===== src/rtl/addr_map_stream.sv =====
// ============================================================================
//  Module   : addr_map_stream
//  Purpose  : Maps a flat start address to (bramnum, bramaddr) with two
//             sequential restoring dividers, then streams a burst of words.
//  Revision : 1.0  initial release
// ============================================================================
`default_nettype none

module addr_map_stream #(
  parameter int ADDR_W  = 15,
  parameter int INFO    = 30,
  parameter int NUM_A   = 480,
  parameter int NUM_B   = 240,
  parameter int BNUM_W  = 5,
  parameter int BADDR_W = 11,
  parameter int LEN_W   = 10,
  parameter int REM_W   = 9
) (
  input  logic               clk,
  input  logic               rst,
  input  logic               req_valid,
  output logic               req_ready,
  input  logic [ADDR_W-1:0]  req_addr,
  input  logic               req_mode,
  input  logic [LEN_W-1:0]   req_len,
  output logic               out_valid,
  input  logic               out_ready,
  output logic [BNUM_W-1:0]  out_bramnum,
  output logic [BADDR_W-1:0] out_bramaddr,
  output logic               out_last,
  output logic               ovf
);

  // Base needs one bit beyond ADDR_W so bursts running past the top keep counting.
  localparam int BASE_W = ADDR_W + 1;
  localparam int REM_W1 = REM_W + 1;
  localparam int CNT_W  = $clog2((ADDR_W > REM_W ? ADDR_W : REM_W) + 1);

  localparam logic [REM_W:0]      NUM_A_D     = REM_W1'(NUM_A);
  localparam logic [REM_W:0]      NUM_B_D     = REM_W1'(NUM_B);
  localparam logic [REM_W:0]      INFO_D      = REM_W1'(INFO);
  localparam logic [REM_W-1:0]    INFO_Z      = REM_W'(INFO);
  localparam logic [BASE_W-1:0]   INFO_B      = BASE_W'(INFO);
  localparam logic [BNUM_W-1:0]   JMAX_A      = BNUM_W'(NUM_A / INFO);
  localparam logic [BNUM_W-1:0]   JMAX_B      = BNUM_W'(NUM_B / INFO);
  localparam logic [CNT_W-1:0]    STEP_I_LAST = CNT_W'(ADDR_W - 1);
  localparam logic [CNT_W-1:0]    STEP_J_LAST = CNT_W'(REM_W - 1);
  localparam logic [LEN_W-1:0]    LEN_ONE     = LEN_W'(1);

  typedef enum logic [1:0] {
    IDLE   = 2'd0,
    DIV_I  = 2'd1,
    DIV_J  = 2'd2,
    STREAM = 2'd3
  } state_t;

  state_t r_state, w_state_next;

  logic                r_mode;
  logic [LEN_W-1:0]    r_cnt;
  logic [CNT_W-1:0]    r_step;
  logic [ADDR_W-1:0]   r_dvd;
  logic [ADDR_W-1:0]   r_quo;
  logic [REM_W-1:0]    r_rem;
  logic [BASE_W-1:0]   r_base;
  logic [BNUM_W-1:0]   r_j;
  logic [REM_W-1:0]    r_z;
  logic                r_ovf;

  logic [REM_W:0]      w_divisor;
  logic [REM_W:0]      w_shift;
  logic                w_ge;
  logic [REM_W-1:0]    w_rem_next;
  logic [ADDR_W-1:0]   w_quo_step;
  logic [BASE_W-1:0]   w_prod;
  logic [BASE_W-1:0]   w_addr_full;
  logic                w_fire;
  logic                w_last;
  logic [REM_W-1:0]    w_z_inc;
  logic [BNUM_W-1:0]   w_j_inc;
  logic [BNUM_W-1:0]   w_jmax;

  // One restoring-division step, shared by both division phases.
  assign w_divisor   = (r_state == DIV_I) ? (r_mode ? NUM_A_D : NUM_B_D) : INFO_D;
  assign w_shift     = {r_rem, r_dvd[ADDR_W-1]};
  assign w_ge        = (w_shift >= w_divisor);
  assign w_rem_next  = w_ge ? REM_W'(w_shift - w_divisor) : w_shift[REM_W-1:0];
  assign w_quo_step  = {r_quo[ADDR_W-2:0], w_ge};
  assign w_prod      = BASE_W'(w_quo_step) * INFO_B;

  assign w_addr_full = r_base + BASE_W'(r_z);
  assign w_fire      = (r_state == STREAM) && out_ready;
  assign w_last      = (r_cnt == LEN_ONE);
  assign w_z_inc     = r_z + 1'b1;
  assign w_j_inc     = r_j + 1'b1;
  assign w_jmax      = r_mode ? JMAX_A : JMAX_B;

  always_ff @(posedge clk) begin
    if (rst) r_state <= IDLE;
    else     r_state <= w_state_next;
  end

  always_comb begin
    w_state_next = r_state;
    req_ready    = 1'b0;
    out_valid    = 1'b0;
    out_last     = 1'b0;
    out_bramnum  = '0;
    out_bramaddr = '0;
    case (r_state)
      IDLE: begin
        req_ready = 1'b1;
        if (req_valid) w_state_next = DIV_I;
      end
      DIV_I: if (r_step == STEP_I_LAST) w_state_next = DIV_J;
      DIV_J: if (r_step == STEP_J_LAST) w_state_next = STREAM;
      STREAM: begin
        out_valid    = 1'b1;
        out_last     = w_last;
        out_bramnum  = r_j;
        out_bramaddr = w_addr_full[BADDR_W-1:0];
        if (w_fire && w_last) w_state_next = IDLE;
      end
      default: w_state_next = IDLE;
    endcase
  end

  always_ff @(posedge clk) begin
    if (rst) begin
      r_mode <= 1'b0;
      r_cnt  <= '0;
      r_step <= '0;
      r_dvd  <= '0;
      r_quo  <= '0;
      r_rem  <= '0;
      r_base <= '0;
      r_j    <= '0;
      r_z    <= '0;
      r_ovf  <= 1'b0;
    end else begin
      case (r_state)
        IDLE: begin
          if (req_valid) begin
            r_mode <= req_mode;
            r_cnt  <= (req_len == '0) ? LEN_ONE : req_len;
            r_dvd  <= req_addr;
            r_rem  <= '0;
            r_quo  <= '0;
            r_step <= '0;
          end
        end
        DIV_I: begin
          if (r_step == STEP_I_LAST) begin
            // Quotient i becomes base; remainder r is reloaded as the next dividend.
            r_base <= w_prod;
            r_dvd  <= {w_rem_next, {(ADDR_W-REM_W){1'b0}}};
            r_rem  <= '0;
            r_quo  <= '0;
            r_step <= '0;
          end else begin
            r_dvd  <= r_dvd << 1;
            r_rem  <= w_rem_next;
            r_quo  <= w_quo_step;
            r_step <= r_step + 1'b1;
          end
        end
        DIV_J: begin
          if (r_step == STEP_J_LAST) begin
            r_j <= w_quo_step[BNUM_W-1:0];
            r_z <= w_rem_next;
          end else begin
            r_dvd  <= r_dvd << 1;
            r_rem  <= w_rem_next;
            r_quo  <= w_quo_step;
            r_step <= r_step + 1'b1;
          end
        end
        STREAM: begin
          if (w_fire) begin
            if (w_addr_full[BASE_W-1:BADDR_W] != '0) r_ovf <= 1'b1;
            if (!w_last) begin
              r_cnt <= r_cnt - 1'b1;
              if (w_z_inc == INFO_Z) begin
                r_z <= '0;
                if (w_j_inc == w_jmax) begin
                  r_j    <= '0;
                  r_base <= r_base + INFO_B;
                end else begin
                  r_j <= w_j_inc;
                end
              end else begin
                r_z <= w_z_inc;
              end
            end
          end
        end
        default: ;
      endcase
    end
  end

  assign ovf = r_ovf;

endmodule

`default_nettype wire


===== config.mk =====
export PLATFORM = sky130hd
export DESIGN_NAME = addr_map_stream
export DESIGN_NICKNAME = d
export VERILOG_FILES = /design/src/rtl/addr_map_stream.sv
export SDC_FILE = /design/constraint.sdc
export NUM_CORES = 1
export LEC_CHECK = 0
export CAP_MARGIN = 15
export CELL_PAD_IN_SITES_DETAIL_PLACEMENT = 2
export CELL_PAD_IN_SITES_GLOBAL_PLACEMENT = 2
export CORE_MARGIN = 2
export CORE_UTILIZATION = 39
export CTS_BUF_LIST = sky130_fd_sc_hd__clkbuf_16
export CTS_CLUSTER_SIZE = 40
export DETAILED_ROUTE_END_ITERATION = 7
export PLACE_DENSITY_LB_ADDON = 0.1
export SYNTH_ARGS = -nofsm -noshare
export SYNTH_HDL_FRONTEND = slang
export SYNTH_SLANG_ARGS = --single-unit

===== constraint.sdc =====
create_clock -name clk -period 15.1 [get_ports clk]
set_clock_uncertainty 0.1 [all_clocks]
set_input_delay 1.51 -clock clk [delete_from_list [all_inputs] [get_ports clk]]
set_output_delay 1.51 -clock clk [all_outputs]
set_load 0.03 [all_outputs]

==> flow_metrics.env, run 1 <==
export IMPL_arrival_ps=5950
export IMPL_avgSynthCellArea_sq_um=8.00
export IMPL_routabilityCongestion=0.844
export IMPL_fin_setup_tns_ps=0
export IMPL_critical_path_buf_inv_count=4
export IMPL_grt_max_degree=76
export IMPL_worst_ir_drop_vdd_mv=0.0625
export IMPL_track_usage_pct=25.8
export IMPL_vias=6280
export IMPL_ys_types=73
export IMPL_clk_path_buf_depth=2
export IMPL_synth_edff_count=0
export IMPL_max_freq_ghz=0.173
export IMPL_wl_um=22300
export IMPL_holdBufCountCts=0
export IMPL_async_reset_ff_share_pct=0
export IMPL_maxSlewViolCount=0
export IMPL_fin_crit_sh_pct=38.3
export IMPL_synthAdderAreaFrac_pct=15.7
export IMPL_criticalPathCategory="reg2reg"
export IMPL_synth_top_area_cell="dfxtp_1"
export IMPL_grt_pass1_wl_um=36800
export IMPL_synth_top_cell_area_share_pct=26.4
export IMPL_yosys_warnings=0
export IMPL_dpl_hpwl_um=16300
export IMPL_crit_required_ps=15270
export IMPL_tightest_slew_ps=1090
export IMPL_synth_top_family_by_area="compound AO/OA/AOI/OAI gates"
export IMPL_synthCells=805
export IMPL_drive_gt1_share_pct=5.23
export IMPL_grt_overflow=0
export IMPL_std_cell_rows=46
export IMPL_cp_end_kind="flip-flop"
export IMPL_num_antenna_cells=0
export IMPL_clkSinkCount=85
export IMPL_leakagePower_nw=2.91
export IMPL_die_x_um=133
export IMPL_antenna_found_initial=0
export IMPL_critPathSlowestCell="o31a_1"
export IMPL_drt_iter0_markers=231
export IMPL_status="complete, no violations"
export IMPL_path_clk_slew_ps=80
export IMPL_clockRootBuffer="clkbuf_16"
export IMPL_synth_compound_area_share_pct=25.3
export IMPL_hold_path_class="reg2reg"
export IMPL_synth_ff_type="dfxtp_1"
export IMPL_yosysMostFrequentCell="nor2_1"
export IMPL_min_period_ps=5790
export IMPL_path_cells="inv_1 > ha_1 > inv_1 > ha_1 > nand4_1 > a2111o_1 > nand2_1 > o31a_1 > inv_1 > fa_1 > inv_1 > fa_1 > ha_1 > a211oi_1 > o21ai_0 > a31o_2 > o31ai_1 > xnor2_1 > nand2_1 > a31oi_1"
export IMPL_ant_nets=0
export IMPL_syn_nets=902
export IMPL_yosysSeqAreaShare_pct=26.4
export IMPL_grt_pass1_vias=6809
export IMPL_cts_buffers=9
export IMPL_cap_violations=0
export IMPL_drt_pass1_iter_count=4
export IMPL_synth_simple_gate_area_share_pct=22.5
export IMPL_power_density_nw_per_um2=128
export IMPL_viasPerCell=5.94
export IMPL_slowest_delay_ps=520
export IMPL_clock_latency_ps=350
export IMPL_final_nets=933
export IMPL_ios=50
export IMPL_setup_viol=0
export IMPL_rsz0062_at_grt="no"
export IMPL_power_w=0.000951
export IMPL_hold_viol=0
export IMPL_synth_seq_cells=85
export IMPL_ctsResizeCount=0
export IMPL_num_fill_cells=1855
export IMPL_worstSetupStartpointType="flip-flop"
export IMPL_synth_xor_area_share_pct=4.21
export IMPL_synth_area_sq_um=6440
export IMPL_muxShareOfSynthArea_pct=1.65
export IMPL_drc=0
export IMPL_start_util_pct=40.3
export IMPL_critical_path_top_delay_family="adder cells"
export IMPL_crit_fanout=11
export IMPL_fin_util_pct=46.6
export IMPL_port_buffers=49
export IMPL_tritoncts="yes"
export IMPL_critPathMostFrequentCell="inv_1"
export IMPL_layout_area_overhead_vs_synth_pct=15.6
export IMPL_core_sq_um=16000
export IMPL_post_cts_setup_buffers=0
export IMPL_die_area_sq_um=17600
export IMPL_die_h_um=133
export IMPL_timing_slew_headroom_pct=26.9
export IMPL_synth_commonest_cells="nor2_1 (89), dfxtp_1 (85), nand2_1 (74)"
export IMPL_synth_area_leaders="dfxtp_1 (26%), ha_1 (8.5%), fa_1 (7.1%), nor2_1 (5.2%), o21ai_0 (4.3%)"
export IMPL_cts_htree_levels=3
export IMPL_wl_per_cell_um=21.1
[per-layer routing]
layer  track usage [%]  part of all wire, %
met1              33.8                   46
met2              45.3                   50
met3              2.95                  3.1
met4              6.15                  1.1
met5                 0                    0
[flip-flops by register name, indices dropped and copies added, names as in the netlist]
name,flops
r_mode,1
r_j,5
r_z,9
r_cnt,10
r_quo,14
ovf,1
r_step,4
r_rem,9
r_state,2
r_base,15
r_dvd,15
[cell type report]
class / instances / area [sq um] / area share (%)
Sequential cell: 85 / 1700 / 22.8
Inverter: 31 / 116 / 1.56
Multi-Input combinational cell: 651 / 4470 / 60.1
Clock inverter: 7 / 105 / 1.41
Tap cell: 216 / 270 / 3.63
Timing Repair Buffer: 58 / 557 / 7.47
Clock buffer: 9 / 225 / 3.02
[worst register-to-register path: stages, from the launching register on]
cell      delay (ps)
dfxtp_1          350
inv_1            110
ha_1             410
inv_1            210
ha_1             440
nand4_1          140
a2111o_1         410
nand2_1          120
o31a_1           520
inv_1            120
fa_1             510
inv_1             60
fa_1             460
ha_1             320
a211oi_1         340
o21ai_0          200
a31o_2           260
o31ai_1          240
xnor2_1          160
nand2_1           80
a31oi_1          150
[where the power goes]
group	internal [W]	switching (W)	total (W)
Sequential	0.000262	0.0000426	0.000304
Combinational	0.000138	0.000252	0.000390
Clock	0.000148	0.000109	0.000257
Total	0.000548	0.000403	0.000951
[path summary, 6_finish.rpt]
kind | endpoint | cells past startpoint | from | slack (ps)
min | r_dvd[7] | 2 | r_dvd[7] | 370
min reg2reg | r_dvd[7] | 2 | r_dvd[7] | 370
max | r_base[14] | 20 | r_state[1] | 9310
max reg2reg | r_base[14] | 20 | r_state[1] | 9310
[cell usage in the layout, fill, tap and decap left out, types with 18 or more instances in the layout]
| cell | n |
|---|---|
| nand3_1 | 22 |
| nor2_1 | 89 |
| fa_1 | 23 |
| nand2_1 | 74 |
| clkdlybuf4s50_1 | 48 |
| dfxtp_1 | 85 |
| inv_1 | 29 |
| o21ai_0 | 56 |
| a21oi_1 | 51 |
| xnor2_1 | 18 |
| ha_1 | 43 |
| nor3_1 | 28 |
| a22oi_1 | 22 |
[through the flow]
step / cells / hold WS (ps) / cell area [sq um] / setup slack (ps)
6_report: 1057 / 370 / 7450 / 9310
5_1_grt: 1057 / 407 / 7450 / 8890
4_1_cts: 1056 / 375 / 7440 / 9310
3_5_place_dp: 1040 / 365 / 7110 / 9360
3_3_place_gp: 1040 / 342 / 7110 / 9670
2_1_floorplan: 805 / 332 / 6440 / 10270
[cell families after synthesis]
family,Yosys count
muxes,10
adders and majority gates,67
AOI/OAI and AO/OA,243
DFF,85
and+or+nand+nor,300
buffers and inverters,69
xor gates and xnor gates,31
Note: power is estimated with default switching activity, not from simulation.
==> inputs of run 2 (changes only) <==
- CORE_UTILIZATION: 39 -> 32
- clock period: 15.1 -> 4.75 ns (I/O delays scaled with it)
==> run 2 against run 1 <==
  * The flow now finishes with violations (negative setup slack)
  * Combinational power grew to 3.4 times the previous value
  * Total power grew to 3.2 times the previous value
  * Largest power group unchanged
  * Fmax is 17% higher
  * Highest routed layer unchanged
  * Sequential cell count stayed put
  * Die area is 21% higher
  * Wire length is 8.9% higher
==> flow_metrics.env, run 2 (synthesis results as in run 1) <==
export IMPL_m1WireLength_um=11300
export IMPL_path_clk_slew_ps=80
export IMPL_core_sq_um=19600
export IMPL_rsz0062_at_grt="yes"
export IMPL_cts_htree_levels=3
export IMPL_tritoncts="yes"
export IMPL_num_antenna_cells=0
export IMPL_clock_latency_ps=360
export IMPL_clkSinkCount=85
export IMPL_clk_path_buf_depth=2
export IMPL_path_cells="inv_4 > ha_4 > nand2_4 > inv_4 > ha_4 > nand4_1 > a2111o_1 > nand2_2 > o31a_1 > inv_1 > fa_1 > inv_2 > fa_2 > inv_2 > fa_2 > nor2b_4 > o31a_1 > buf_4 > o21a_1 > or3_1 > nand3_1 > a21o_1 > a21oi_1"
export IMPL_final_nets=972
export IMPL_grt_overflow=0
export IMPL_drt_iter0_markers=207
export IMPL_min_period_ps=4940
export IMPL_fin_crit_sh_pct=104
export IMPL_crit_fanout=3
export IMPL_criticalPathCategory="reg2reg"
export IMPL_critical_path_top_delay_family="adder cells"
export IMPL_fin_util_pct=40.9
export IMPL_dr_wl_met3_um=744
export IMPL_grt_pass1_wl_um=38700
export IMPL_top_layer="met4"
export IMPL_critPathSlowestCell="fa_1"
export IMPL_crit_required_ps=4860
export IMPL_max_freq_ghz=0.203
export IMPL_port_buffers=49
export IMPL_tightest_slew_ps=809
export IMPL_start_util_pct=32.9
export IMPL_track_usage_pct=22.3
export IMPL_critical_path_buf_inv_count=6
export IMPL_viasPerCell=5.62
export IMPL_reg2reg_to="r_base[9]"
export IMPL_r2r_start="r_state[1]"
export IMPL_timing_slew_headroom_pct=45.5
export IMPL_met2_length_um=11900
export IMPL_post_dp_cell_area_sq_um=7400
export IMPL_ios=50
export IMPL_grt_max_degree=67
export IMPL_power_density_nw_per_um2=381
export IMPL_die_h_um=146
export IMPL_r2r_slack_ps=-190
export IMPL_clockRootBuffer="clkbuf_16"
export IMPL_wl_per_cell_um=21.2
export IMPL_leakagePower_nw=3.13
export IMPL_routabilityCongestion=0.855
export IMPL_slowest_delay_ps=510
export IMPL_setup_ws_ps=-186
export IMPL_die_area_sq_um=21300
export IMPL_hold_depth=2
export IMPL_worst_ir_drop_vdd_mv=0.196
export IMPL_drc=0
export IMPL_maxSlewViolCount=0
export IMPL_grt_pass1_vias=7003
export IMPL_layout_common_cells="nor2_1 (89), dfxtp_1 (83), nand2_1 (72)"
export IMPL_r2r_cells=23
export IMPL_dpl_hpwl_um=17500
export IMPL_hold_path_end="r_dvd[7]"
export IMPL_ant_nets=0
export IMPL_wl_um=24300
export IMPL_layout_area_overhead_vs_synth_pct=24.4
export IMPL_drt_pass1_iter_count=4
export IMPL_cts_buffers=9
export IMPL_mostFrequentLayoutCell="nor2_1"
export IMPL_setup_viol=6
export IMPL_drive_gt1_share_pct=13.4
export IMPL_arrival_ps=5050
export IMPL_holdCritStartpoint="r_dvd[7]"
export IMPL_cap_violations=0
export IMPL_hold_path_class="reg2reg"
export IMPL_antenna_found_initial=0
export IMPL_std_cell_rows=51
export IMPL_die_x_um=146
export IMPL_design_area_sq_um=8020
export IMPL_worstSetupStartpointType="flip-flop"
export IMPL_hold_viol=0
export IMPL_status="finished with violations"
export IMPL_vias=6435
export IMPL_top_regs="r_base x15, r_dvd x15, r_quo x14"
export IMPL_violations="negative setup slack"
export IMPL_holdBufCountCts=0
export IMPL_cp_end_kind="flip-flop"
-- run 2: area by class of cell --
class                   instances  area, sq um
flip-flops and latches         85         1710
clock inverters                 7         78.8
repair buffers                 97          846
well taps                     265          332
inverters                      31          129
clock buffers                   9          225
multi-input cells             651         4700
fillers                      2233        11600
-- run 2: worst max path at each step --
| stage | from | endpoint | slack, ps | depth (start not counted) |
|---|---|---|---|---|
| 6_report | r_state[1] | r_base[9] | -190 | 23 |
| 5_1_grt | r_state[1] | r_base[9] | -310 | 23 |
| 4_1_cts | r_state[1] | r_base[14] | -20 | 21 |
| 3_5_place_dp | r_state[1] | r_base[12] | -190 | 21 |
| 3_3_place_gp | r_state[1] | r_base[15] | 60 | 20 |
| 2_1_floorplan | r_state[1] | r_base[15] | 4 | 23 |
-- run 2: stage by stage --
stage | setup WS, ps | power [W] | cells | setup TNS [ps] | hold WS (ps)
final | -186 | 0.00305 | 1145 | -619 | 370
after global routing | -312 | 0.00329 | 1145 | -1920 | 390
after CTS | -20.5 | 0.00304 | 1138 | -27.4 | 375
after detailed placement | -187 | 0.00224 | 1114 | -1060 | 354
after global placement | 55.2 | 0.00215 | 1114 | 0 | 347
after floorplan | 3.74 | 0.00179 | 805 | 0 | 332
-- run 2: routing by layer --
metal | vias to the layer above | GRT usage [%]
li1 | 3072 | -
met1 | 3260 | 30.2
met2 | 81 | 37.8
met3 | 22 | 2.57
met4 | 0 | 5.64
met5 | - | 0
-- run 2: timing repair --
action | in CTS | in global routing
resized for setup | 25 | 25
buffers inserted | 8 | 6
pin swaps | 11 | 11
cloned | 0 | 0
setup endpoints to repair | 9 | 9
endpoints found under the hold margin | 0 | 0
-- run 2: where the power goes --
part           internal (W)  switching, W
registers          0.000834      0.000134
clock network      0.000377      0.000375
logic              0.000504      0.000830
-- run 2: worst register-to-register path, cell delays in order, from the launching register on --
cell and delay [ps]:
dfxtp_2 370, inv_4 60, ha_4 170, nand2_4 70, inv_4 40, ha_4 250
nand4_1 120, a2111o_1 450, nand2_2 100, o31a_1 220, inv_1 80, fa_1 510
inv_2 60, fa_2 490, inv_2 80, fa_2 230, nor2b_4 50, o31a_1 300
buf_4 150, o21a_1 200, or3_1 400, nand3_1 110, a21o_1 120, a21oi_1 50
==> inputs of run 3 (changes only) <==
- CORE_UTILIZATION: 32 -> 36
- clock period: 4.75 -> 5.6 ns (I/O delays scaled with it)
==> run 3 against run 2 <==
  * The run now ends clean
  * Global-route usage up 1.5 points
  * Wire length down 9.9%
  * Fmax down 5.8%
  * Register-to-register slack better by 550 ps
  * Non-clock buffer count down 36
  * Final cell count down 6.8%
  * Clock power down 18%
  * Sequential share of layout area up 1.5 points
  * Total power down 19%
  * First-iteration DRC count up 19%
==> flow_metrics.env, run 3 (synthesis results as in run 1) <==
export IMPL_viasPerCell=5.87
export IMPL_num_fill_cells=2016
export IMPL_grt_pass1_vias=6664
export IMPL_crit_required_ps=5780
export IMPL_clk_path_buf_depth=2
export IMPL_rsz0062_at_grt="no"
export IMPL_clkSinkCount=85
export IMPL_layout_common_cells="nor2_1 (89), dfxtp_1 (85), nand2_1 (74)"
export IMPL_arrival_ps=5420
export IMPL_slowest_delay_ps=490
export IMPL_holdWs_ps=366
export IMPL_grt_max_degree=67
export IMPL_status="complete, no violations"
export IMPL_top_regs="r_base x15, r_dvd x15, r_quo x14"
export IMPL_leakagePower_nw=2.91
export IMPL_die_area_sq_um=19000
export IMPL_clock_latency_ps=350
export IMPL_place_ws_ps=123
export IMPL_cts_buffers=9
export IMPL_worst_ir_drop_vdd_mv=0.188
export IMPL_tritoncts="yes"
export IMPL_drt_pass1_iter_count=4
export IMPL_holdBufCountCts=0
export IMPL_ant_nets=0
export IMPL_die_h_um=138
export IMPL_tightest_slew_ps=841
export IMPL_critical_path_buf_inv_count=4
export IMPL_criticalPathCategory="reg2reg"
export IMPL_wl_per_cell_um=20.5
export IMPL_track_usage_pct=23.8
export IMPL_multi_input_area_sq_um=4500
export IMPL_cp_end_kind="flip-flop"
export IMPL_min_period_ps=5240
export IMPL_setup_viol=0
export IMPL_critPathMostFrequentCell="inv_1"
export IMPL_core_sq_um=17400
export IMPL_cap_violations=0
export IMPL_ios=50
export IMPL_critPathSlowestCell="fa_1"
export IMPL_maxSlewViolCount=0
export IMPL_clockRootBuffer="clkbuf_16"
export IMPL_grt_overflow=0
export IMPL_drc=0
export IMPL_critical_path_top_delay_family="adder cells"
export IMPL_std_cell_rows=48
export IMPL_die_x_um=138
export IMPL_fin_crit_sh_pct=93.5
export IMPL_port_buffers=49
export IMPL_antenna_found_initial=0
export IMPL_layout_area_overhead_vs_synth_pct=15.8
export IMPL_start_util_pct=37.0
export IMPL_cts_htree_levels=3
export IMPL_final_nets=936
export IMPL_mostFrequentLayoutCell="nor2_1"
export IMPL_routabilityCongestion=0.858
export IMPL_wl_um=21800
export IMPL_ctsResizeCount=0
export IMPL_vias=6267
export IMPL_setup_ws_ps=361
export IMPL_drt_iter0_markers=247
export IMPL_dpl_hpwl_um=16200
export IMPL_post_cts_setup_buffers=0
export IMPL_path_cells="inv_1 > ha_1 > nand2_1 > inv_1 > ha_1 > nand4_1 > a2111o_1 > nand2_1 > o31a_1 > inv_1 > fa_1 > inv_1 > fa_1 > ha_1 > nor2b_1 > o31a_1 > nor4_1 > o21ai_0 > o21ai_0 > mux2_2 > a31oi_1"
export IMPL_path_clk_slew_ps=70
export IMPL_max_freq_ghz=0.191
export IMPL_crit_fanout=5
export IMPL_worstSetupStartpointType="flip-flop"
export IMPL_timing_slew_headroom_pct=43.4
export IMPL_fin_setup_tns_ps=0
export IMPL_grt_pass1_wl_um=35400
export IMPL_hold_viol=0
export IMPL_drive_gt1_share_pct=5.82
export IMPL_power_density_nw_per_um2=330
export IMPL_num_antenna_cells=0
export IMPL_seq_area_sq_um=1700
export IMPL_hold_path_class="reg2reg"
export IMPL_fin_util_pct=42.8
## run 3: cell count changes in the layout (fill, tap and decap cells not counted), sizes merged
cell	change
buf	-36
clkinv	-2
inv	-2
bufinv	+1
clkinvlp	+1
## run 3: tightest hold or removal path, stage by stage, from the launching register on
cell and delay, ps:
dfxtp_1 310, nand2_1 50, a21oi_1 50
## run 3: power breakdown
| group | total [W] | leakage (nW) | internal (W) | switching (W) |
|---|---|---|---|---|
| Combinational | 0.00102 | 2.08 | 0.000365 | 0.000656 |
| Clock | 0.000616 | 0.138 | 0.000344 | 0.000272 |
| Sequential | 0.000826 | 0.691 | 0.000706 | 0.000120 |
## run 3: path summary, 6_finish.rpt
kind	from	to	slack, ps	cells past startpoint
worst min-delay path	r_dvd[7]	r_dvd[7]	370	2
worst min register to register	r_dvd[7]	r_dvd[7]	370	2
worst max register to register	r_state[1]	r_base[15]	360	21
worst max-delay path	r_state[1]	r_base[15]	360	21
## run 3: layout make-up
type | count | share of cell area, %
multi-input combinational | 651 | 60.3
sequential | 85 | 22.8
clock inverter | 5 | 0.805
inverter | 31 | 1.56
tap | 225 | 3.77
timing repair buffer | 61 | 7.76
clock buffer | 9 | 3.02
## run 3: layer usage
layer	vias to the layer above	routed length, um	global-route usage [%]
met4	0	329	5.90
met3	23	692	3.79
li1	3004	-	-
met5	-	0	0
met2	85	10500	40.2
met1	3155	10300	31.6
## run 3: stage by stage
step	std cells	cell area, sq um	total power, W
4_1_cts	1065	7420	0.00247
3_3_place_gp	1051	7130	0.00178
5_1_grt	1067	7460	0.00264
3_5_place_dp	1051	7130	0.00185
6_report	1067	7460	0.00246
2_1_floorplan	805	6440	0.00151
